[src/rtl/cv32e40p_hwloop_sequencer.sv]
// Hardware-loop register sets plus end-of-loop detection.
// Raises a same-cycle jump to the loop start and decrements the iteration counters.
module cv32e40p_hwloop_sequencer #(
  parameter int N_HWLP      = 2,
  parameter int N_HWLP_BITS = (N_HWLP > 1) ? $clog2(N_HWLP) : 1
) (
  input  logic                     clk,
  input  logic                     rst_n,
  input  logic [2:0]               hwlp_we_i,
  input  logic [N_HWLP_BITS-1:0]   hwlp_regid_i,
  input  logic [31:0]              hwlp_start_i,
  input  logic [31:0]              hwlp_end_i,
  input  logic [31:0]              hwlp_cnt_i,
  input  logic [31:0]              id_pc_i,
  input  logic                     id_valid_i,
  output logic                     hwlp_jump_o,
  output logic [31:0]              hwlp_target_o,
  output logic [N_HWLP-1:0]        hwlp_active_o,
  output logic [32*N_HWLP-1:0]     hwlp_cnt_o
);

  logic [31:0] start_q [N_HWLP];
  logic [31:0] start_d [N_HWLP];
  logic [31:0] end_q   [N_HWLP];
  logic [31:0] end_d   [N_HWLP];
  logic [31:0] cnt_q   [N_HWLP];
  logic [31:0] cnt_d   [N_HWLP];

  logic [N_HWLP-1:0] match;
  logic [N_HWLP-1:0] loop_hit;
  logic [N_HWLP-1:0] sel_wr;
  logic              shield;

  always_comb begin
    hwlp_jump_o   = 1'b0;
    hwlp_target_o = 32'd0;
    shield        = 1'b0;
    match         = '0;
    loop_hit      = '0;
    sel_wr        = '0;
    for (int i = 0; i < N_HWLP; i++) begin
      start_d[i]  = start_q[i];
      end_d[i]    = end_q[i];
      cnt_d[i]    = cnt_q[i];
      match[i]    = id_valid_i && (id_pc_i == end_q[i]) && (cnt_q[i] != 32'd0);
      loop_hit[i] = match[i] && (cnt_q[i] > 32'd1);
      sel_wr[i]   = (int'(hwlp_regid_i) == i);
    end
    // Walk from the innermost loop; the first jumping loop wins the target and
    // blocks every outer loop from decrementing. Expiring loops do not block.
    for (int i = 0; i < N_HWLP; i++) begin
      if (match[i] && !shield) begin
        cnt_d[i] = cnt_q[i] - 32'd1;
      end
      if (loop_hit[i] && !shield) begin
        hwlp_jump_o   = 1'b1;
        hwlp_target_o = start_q[i];
      end
      shield = shield | loop_hit[i];
    end
    // Register writes take priority over the decrement of the same counter.
    for (int i = 0; i < N_HWLP; i++) begin
      if (sel_wr[i]) begin
        if (hwlp_we_i[0]) start_d[i] = hwlp_start_i;
        if (hwlp_we_i[1]) end_d[i]   = hwlp_end_i;
        if (hwlp_we_i[2]) cnt_d[i]   = hwlp_cnt_i;
      end
    end
  end

  always_ff @(posedge clk or negedge rst_n) begin
    if (!rst_n) begin
      for (int i = 0; i < N_HWLP; i++) begin
        start_q[i] <= 32'd0;
        end_q[i]   <= 32'd0;
        cnt_q[i]   <= 32'd0;
      end
    end else begin
      for (int i = 0; i < N_HWLP; i++) begin
        start_q[i] <= start_d[i];
        end_q[i]   <= end_d[i];
        cnt_q[i]   <= cnt_d[i];
      end
    end
  end

  always_comb begin
    hwlp_active_o = '0;
    hwlp_cnt_o    = '0;
    for (int i = 0; i < N_HWLP; i++) begin
      hwlp_active_o[i]       = (cnt_q[i] != 32'd0);
      hwlp_cnt_o[32*i +: 32] = cnt_q[i];
    end
  end

endmodule
[config.mk]
export PLATFORM = sky130hd
export DESIGN_NAME = cv32e40p_hwloop_sequencer
export DESIGN_NICKNAME = d
export VERILOG_FILES = /design/src/rtl/cv32e40p_hwloop_sequencer.sv
export SDC_FILE = /design/constraint.sdc
export NUM_CORES = 1
export LEC_CHECK = 0
export BUFFER_PORTS_ARGS = -buffer_cell sky130_fd_sc_hd__buf_4
export CELL_PAD_IN_SITES_DETAIL_PLACEMENT = 1
export CELL_PAD_IN_SITES_GLOBAL_PLACEMENT = 1
export CORE_MARGIN = 2
export CORE_UTILIZATION = 30
export CTS_BUF_LIST = sky130_fd_sc_hd__clkbuf_16
export CTS_CLUSTER_DIAMETER = 200
export DETAILED_ROUTE_END_ITERATION = 12
export PLACE_DENSITY_LB_ADDON = 0.1
export SETUP_SLACK_MARGIN = 0.02
export SYNTH_ARGS = -nofsm -noshare
export SYNTH_HDL_FRONTEND = slang
export SYNTH_SLANG_ARGS = --single-unit
[constraint.sdc]
create_clock -name clk -period 4.9 [get_ports clk]
set_clock_uncertainty 0.05 [all_clocks]
set_input_delay 0.735 -clock clk [delete_from_list [all_inputs] [get_ports clk]]
set_output_delay 0.735 -clock clk [all_outputs]
set_load 0.01 [all_outputs]
Word level (Yosys, flattened, before mapping)
Cells that the tools add are included.

storage, ports and cells
  flip-flop bits (word level) = 192
  input port bits = 135
  output and inout bits = 99
  logic and storage cells = 38

cells by class
  add/sub/neg operators = 2
  order comparisons = 2
  equality and inequality tests = 2
  muxes and demuxes = 10
  bitwise operators = 1
  reduce and logical (&&, ||, !) cells = 15

operators with widths
  cell                                                                               number
  32-bit two-way mux                                                                 8
  32-bit equality test                                                               2
  32-bit by 1-bit greater-than comparator with 1-bit output (second input constant)  2
  32-bit nonzero test                                                                2
  32-bit by 1-bit subtractor with 32-bit output (second input constant)              2
  1-bit logical AND                                                                  8
  2-bit AND reduction                                                                4
  1-bit two-way mux                                                                  2
  1-bit zero test                                                                    1
  1-bit NOT                                                                          1

Depth between registers and ports, before layout
Gate-level depths: netlist (run 1).

  depth in word-level cells = 9
  depth in mapped cells = 10
  mapped depth without buffers = 8

Worst setup path before layout (run 1)
Ideal clock, no wire load.

  path type = input to output
  start point = in id_pc_i[29]
  end point = out hwlp_target_o[10]
  data arrival time = 3.312 ns
  data required time = 4.115 ns
  path slack = 0.803 ns
  stages = 7
  buffers on the path = 1
  cells stage by stage = xor2_1 or4_1 or4b_2 or4_1 nor2_2 clkbuf_1 a22o_1

between the ends
  word-level cells in the longest chain between the ends = 7
  elaborated cells between the ends (all ways) = 12
  classes of those cells = eq/ne (2); mux (2); reduce/logical (8)

RTL lines
  item                             RTL line  source
  from (decl)                      14        input logic [31:0] id_pc_i,
  32-bit equality test             45        match[i] = id_valid_i && (id_pc_i == end_q[i]) && (cnt_q[i] != 32'd0);
  1-bit logical AND (2 in series)  45
  1-bit logical AND                46        loop_hit[i] = match[i] && (cnt_q[i] > 32'd1);
  1-bit zero test                  55        if (loop_hit[i] && !shield) begin
  1-bit logical AND                55
  32-bit two-way mux *             55
  to (decl)                        17        output logic [31:0] hwlp_target_o,

Every way passes the cells marked *; elsewhere a longest branch is shown, timed or not.

Worst setup path in the final report (run 1)
  start point = reg cnt_q (netlist bit hwlp_cnt_o[2])
  end point = out hwlp_target_o[26]

between the ends
  word-level cells in the longest chain between the ends = 6
  elaborated cells between the ends (all ways) = 8
  classes of those cells = order compare (1); mux (2); reduce/logical (5)

RTL lines
  item                                                                                               RTL line  source
  from (decl)                                                                                        26        logic [31:0] cnt_q [N_HWLP];
  from (signal, indexed assignment)                                                                  82        cnt_q[i] <= cnt_d[i];
  branches (longest 2 deep; another with 32-bit by 1-bit greater-than comparator with 1-bit output)  n/a
  1-bit logical AND *                                                                                46
  1-bit zero test                                                                                    55
  1-bit logical AND                                                                                  55
  32-bit two-way mux *                                                                               55

Mark *: on every way between the ends.

==> run metrics, run 1 <==
antenna violations before repair=1; clock root buffer=clkbuf_16; Top Family by Delay on Critical Path=simple AND/OR/NAND/NOR gates; DRC=0; Max Cap Violations=0; GPL Wtd Cong=0.7800; Die Span Y=185.9 um; cells along the critical path=or4_1 -> or3_4 -> or4_4 -> nor4_4 -> nor2_2 -> nor4_4 -> buf_8 -> a22o_1 -> buf_4; Clock Path Buffers=2; setup TNS=0 ns; WL/cell=20.32 um; diode count=0; post-layout instance area=0.01278 mm^2; Crit Path Max Fanout=32; clk slew on worst S/H paths=0.07 ns; area of the multi-input gates=0.004866 mm^2; dpl hpwl=23810 um; Startpoint Class=flop; WP buf/inv=2; placement-stage cell area=0.01218 mm^2; CP Capture Type=output port; Fin. Hold Viols=0; Finish-stage setup viols=0; Post-synth EDFFs=0; CTS tree=yes; Vias per Instance=5.064; FP Rows=66; synthesized cell area=0.009922 mm^2; Avg Synthesized Cell Area=11.11 um^2; post-CTS setup buffers=0; synthesized instance count=893; Tot Pwr=4.261 mW; Clock Latency Late Sink=0.44 ns; flop2flop setup slack=0.74 ns; Ports=234; WS Path Type=flop to output port; CTS Sinks=192; worst r2r dst=hwlp_cnt_o[51]; drt total wl=31860 um; status=completed; critical path's slowest cell=or4_1; H-tree levels=4; peak supply drop=0.2488 mV; ys async rst share=100.0%; total die area=0.03454 mm^2; WP data arrival=3.87 ns; reg2reg path depth=7; top_reg_cell synth=dfrtp_1; library cells used by synthesis=60; Hold Crit Class=primary input to async pin; filler instances=3660; Peak Freq=215.0 MHz; Synth warnings=0; beginning of the worst register-to-register path=hwlp_cnt_o[2]; TritonCTS buffer count=17; pwr dens=333.5 mW/mm^2; Worst-Margin Slew=1.108 ns; vias in the first global route=8390; grt ovf=0; Pre-antenna DRT Iters=4; number of DRC markers in iteration 0=270; CP dominant cell by count=nor4_4; Max Slew Vio Count=0; Total Routing Usage GR=18.74%; register area=0.004805 mm^2; max_slew headroom=26.12%; core area=0.03254 mm^2; Largest stage delay, worst path=0.65 ns; ratio of cells with drive above 1 in the final layout=38.37%; Area growth, synth to finish=28.78%; first-pass GRT wire length=48640 um; leak pwr=5.456 nW; Final min period=4.651 ns; Initial Utilization=30.50%; required time of the critical path=4.12 ns; I/O Buffers=233; die span in x=185.9 um; nets=1255; ANT nets after route=0; synthesized flop and latch total=192; largest net degree at the start of global routing=82; Mapped Nets=1034; sequential element share of the synthesized area=48.42%; period utilization=94.92%; Vias=7941; RSZ-0062 raised after global routing=no
cell usage after synthesis (all sizes together) (5+ instances only):
cell type	instances	area share (%)
nor4	17	1.4
clkbuf	29	1.1
nand2b	12	0.76
a22o	32	2.8
inv	16	0.61
and3	5	0.32
a21oi	8	0.40
o311a	7	0.71
a31oi	20	1.3
or4	29	2.2
ha	6	0.76
a221o	7	0.71
nand2	52	2.0
or2	9	0.57
buf	19	1.0
nand4	11	0.69
mux2	129	15
nor2	61	2.3
nor3	20	1.0
xor2	50	4.4
and2	5	0.32
dfrtp	192	48
o21ai	14	0.71
xnor2	15	1.3
mux2i	6	0.61
nand3	36	1.8
o211ai	16	1.2
or3	17	1.1
or4b	5	0.50
routing by layer:
metal  part of all wire (%)  track usage (%)  vias to the layer above
met5                  0.050                0                        -
met4                   0.86            3.874                        2
met3                    5.8            5.224                       14
met2                     50            32.82                      162
met1                     43            22.97                     4008
li1                       -                -                     3755
metrics by stage:
stage | hold WS, ns | setup slack (ns) | cells | util [%]
2_1_floorplan | 0.3894 | 0.8026 | 893 | -
3_3_place_gp | 0.4489 | 0.3362 | 1537 | 37.42
3_5_place_dp | 0.4469 | 0.3059 | 1537 | 37.42
4_1_cts | 0.2487 | 0.02025 | 1568 | 39.24
5_1_grt | 0.2602 | 0.06121 | 1568 | 39.27
6_report | 0.2334 | 0.2491 | 1568 | 39.27
layout by cell type, fill, tap and decap left out, types with 4 or more instances in the layout:
cell       synthesis  layout
and2_1             5       5
dfrtp_1          192     192
or4_1             29      28
o21ai_0           14      14
o311a_1            7       7
inv_6              0       4
nor2_1            60      60
clkbuf_16          0      17
a221o_1            7       7
and4_1             4       4
and3_1             5       5
a21oi_1            8       8
nor4_1            14      14
xor2_1            50      50
ha_1               6       6
inv_1             16      19
mux2i_1            6       6
buf_4              0     247
o211ai_1          16      16
a22o_1            32      32
or3_1             16      16
a31oi_1           20      20
o311ai_0           4       4
nand2b_1          12      12
or2_2              9       9
nand2_1           50      50
o31ai_1            4       4
xnor2_1           15      15
nor3_1            20      20
nand4_1           11      11
mux2_2           129     129
a21o_1             4       4
nand3_1           36      36
worst max path at each step:
| stage | from | to | slack [ns] | cells past startpoint |
|---|---|---|---|---|
| floorplan | id_pc_i[29] | hwlp_target_o[10] | 0.80 | 7 |
| global placement | id_pc_i[29] | hwlp_target_o[5] | 0.34 | 9 |
| detailed placement | id_pc_i[29] | hwlp_target_o[3] | 0.31 | 9 |
| CTS | hwlp_cnt_o[2] | hwlp_target_o[26] | 0.02 | 9 |
| global route | hwlp_cnt_o[2] | hwlp_target_o[27] | 0.06 | 9 |
| finish | hwlp_cnt_o[2] | hwlp_target_o[26] | 0.25 | 9 |
power by group:
part           internal (mW)  total [mW]  switching [mW]
registers               1.81        2.00           0.195
logic                  0.423       0.800           0.377
clock network          0.802        1.46           0.658
worst reg2reg max path, stage by stage, from the launching register on:
cell and delay [ns]:
dfrtp_1 0.44, or4_1 0.65, or3_4 0.47, nor4_2 0.58, a2111o_1 0.33, and4_1 0.96, a21boi_0 0.23, o31a_1 0.33
what timing repair did:
item                       CTS  global route
resized for setup            0             3
setup endpoints to repair    0            32
hold buffers                 0             0
state kept, by name, summed over array words and instances, names as in the netlist:
register / flops
start_q: 64
end_q: 64
hwlp_cnt_o: 64
layout make-up:
type | instances | share of cell area [%]
Multi-Input combinational cell | 637 | 38.08
Sequential cell | 192 | 37.60
Timing Repair Buffer | 250 | 14.89
Tap cell | 442 | 4.328
Clock buffer | 17 | 3.329
Clock inverter | 14 | 1.293
Inverter | 16 | 0.4700
kinds of logic after synthesis:
family | share of synthesized area (%)
adder cells (fa/ha/maj) | 0.7566
XOR/XNOR | 5.738
AO/OA/AOI/OAI | 10.58
buffers and inverters | 2.699
multiplexers | 15.25
flip-flops | 48.42
AND/OR/NAND/NOR | 16.56
(Power assumes the default switching activity.)
==> run 2, diff against run 1 <==
==> constraint.sdc (replaced) <==
create_clock -name clk -period 4 [get_ports clk]
set_clock_uncertainty 0.05 [all_clocks]
set_input_delay 0.8 -clock clk [delete_from_list [all_inputs] [get_ports clk]]
set_output_delay 0.8 -clock clk [all_outputs]
set_load 0.01 [all_outputs]
==> run metrics, run 2 (synthesized netlist as in run 1, its figures left out) <==
TritonCTS buffer count=17 (unchanged); Tot Pwr=5.176 mW (+21%); internal power=3.590 mW (+18%); first-pass GRT wire length=51140 um (+5.1%); clock root buffer=clkbuf_16; CTS tree=yes; Clock Path Buffers=2 (unchanged); FP Rows=66 (unchanged); flop2flop setup slack=0.62 ns (-0.12 ns); clock network power share=32.4% (-1.9 points); die span in x=185.9 um (unchanged); Initial Utilization=30.50% (unchanged); ANT nets after route=0 (unchanged); Crit Path Max Fanout=32 (unchanged); GPL Wtd Cong=0.8102 (+3.9%); end of the critical path=hwlp_target_o[10]; beginning of the worst register-to-register path=hwlp_cnt_o[3]; Pre-antenna DRT Iters=4 (unchanged); WP buf/inv=3 (+1); filler instances=3672 (+0.33%); Startpoint Class=primary input; Finish-stage setup viols=32 (+32); cells along the critical path=buf_6 -> xor2_4 -> or4_1 -> or4b_4 -> or4_4 -> nor2_4 -> nor4_4 -> buf_12 -> a22o_1 -> buf_4; max_slew headroom=34.68% (+8.6 points); failing checks=setup timing; antenna violations before repair=1 (unchanged); ratio of cells with drive above 1 in the final layout=41.35% (+3.0 points); Worst path depth=10 (+1); Max Slew Vio Count=0 (unchanged); Die Span Y=185.9 um (unchanged); setup slack after layout=-0.3448 ns (-0.5939 ns); commonest cells after routing, fill and taps aside=253 x buf_4, 191 x dfrtp_1, 129 x mux2_2; Psw=1.585 mW (+29%); vias in the first global route=8700 (+3.7%); Total Routing Usage GR=19.90% (+1.2 points); status=finished with violations; drt total wl=33610 um (+5.5%); setup TNS=-10.12 ns (-10.12 ns); Ports=234 (unchanged); sequential share of power=47.2% (+0.2 points); grt ovf=0 (unchanged); reg2reg path depth=8 (+1); core area=0.03254 mm^2 (unchanged); Vias per Instance=5.115 (+1.0%); net switching fraction of the power=30.63% (+1.8 points); Largest stage delay, worst path=0.55 ns (-0.10 ns); Hold Crit Class=primary input to async pin; number of DRC markers in iteration 0=346 (+28%); Crit. Startpoint=id_pc_i[14]; commonest non-fill, non-tap cell in the layout=buf_4; DRC=0 (unchanged); Clock Latency Late Sink=0.45 ns (about the same); Fin. Hold Viols=0 (unchanged); Final min period=4.345 ns; Worst-Margin Slew=0.9797 ns (-0.1285 ns); dpl hpwl=25590 um (+7.5%); Max Cap Violations=0 (unchanged); peak supply drop=0.2700 mV (+8.5%); CTS Sinks=192 (unchanged); clk slew on worst S/H paths=0.08 ns (about the same); required time of the critical path=3.15 ns (-0.97 ns); RSZ-0062 raised after global routing=yes; CTS Hold Buffers Added=0 (unchanged); WP data arrival=3.49 ns (-0.38 ns); total die area=0.03454 mm^2 (unchanged); Top Family by Delay on Critical Path=simple AND/OR/NAND/NOR gates; Vias=8246 (+3.8%); WL/cell=20.85 um (+2.6%); leak pwr=5.684 nW (+4.2%); CP Capture Type=output port; largest net degree at the start of global routing=79 (-3.7%); worst r2r dst=hwlp_cnt_o[23]; H-tree levels=4 (unchanged); critical path's slowest cell=or4_4; Area growth, synth to finish=33.74%; pwr dens=390.0 mW/mm^2 (+17%); Comb power frac=20.4% (+1.6 points); nets=1296 (+3.3%); WS Path Type=primary input to output port; I/O Buffers=233 (unchanged); Peak Freq=230.2 MHz; period utilization=108.6%
[run 2: per-stage QoR]
stage	util, %	area (um^2)	cells	worst slack [ns]	hold slack, ns
finish	40.79	13270	1612	-0.3448	0.2850
detailed placement	38.47	12520	1576	-0.3849	0.4477
global route	40.77	13270	1610	-0.4332	0.3339
global placement	38.47	12520	1576	-0.3405	0.4446
CTS	40.25	13100	1609	-0.3785	0.3186
floorplan	-	9946	893	0.02421	0.4294
[run 2: power by group through the flow]
stage	logic [mW]	clock network (mW)	registers, mW
4_1_cts	1.07	1.75	2.45
3_3_place_gp	1.05	0	2.48
6_report	1.06	1.67	2.44
3_5_place_dp	1.07	0	2.48
2_1_floorplan	0.510	0	2.45
5_1_grt	1.16	1.81	2.49
[run 2: how the worst min path moves through the flow]
stage | start | endpoint | slack (ns) | cells past startpoint
after floorplan | end_q[13] | end_q[13] | 0.43 | 1
after global placement | end_q[13] | end_q[13] | 0.44 | 1
after detailed placement | start_q[39] | start_q[39] | 0.45 | 1
after CTS | rst_n | hwlp_cnt_o[37] | 0.32 | 1
after global routing | rst_n | hwlp_cnt_o[37] | 0.33 | 1
final | rst_n | hwlp_cnt_o[37] | 0.29 | 1
[run 2: metal layers]
layer  GRT usage, %  part of all wire (%)  vias to the layer above  wire, um
met2          33.35                    49                      206     16570
met5              0                     0                        -         0
met4          7.276                   2.4                        0       816
met3          4.872                   5.8                       42      1953
met1          24.82                    42                     4163     14270
li1               -                     -                     3835         -
[run 2: layout make-up]
class,instances,area [um^2],share of cell area (%)
Multi-Input combinational cell,637,4926,37.12
Sequential cell,192,4806,36.22
Timing Repair Buffer,291,2365,17.82
Tap cell,442,553.0,4.167
Clock buffer,17,425.4,3.206
Clock inverter,15,130.1,0.9806
Inverter,16,60.06,0.4526
Antenna cell,2,5.005,0.03771
[run 2: repair_timing]
item / 4_1_cts / 5_1_grt
gates resized for setup: 3 / 39
pin swaps: 1 / 4
setup endpoints to repair: 32 / 33
setup buffers: 1 / 1
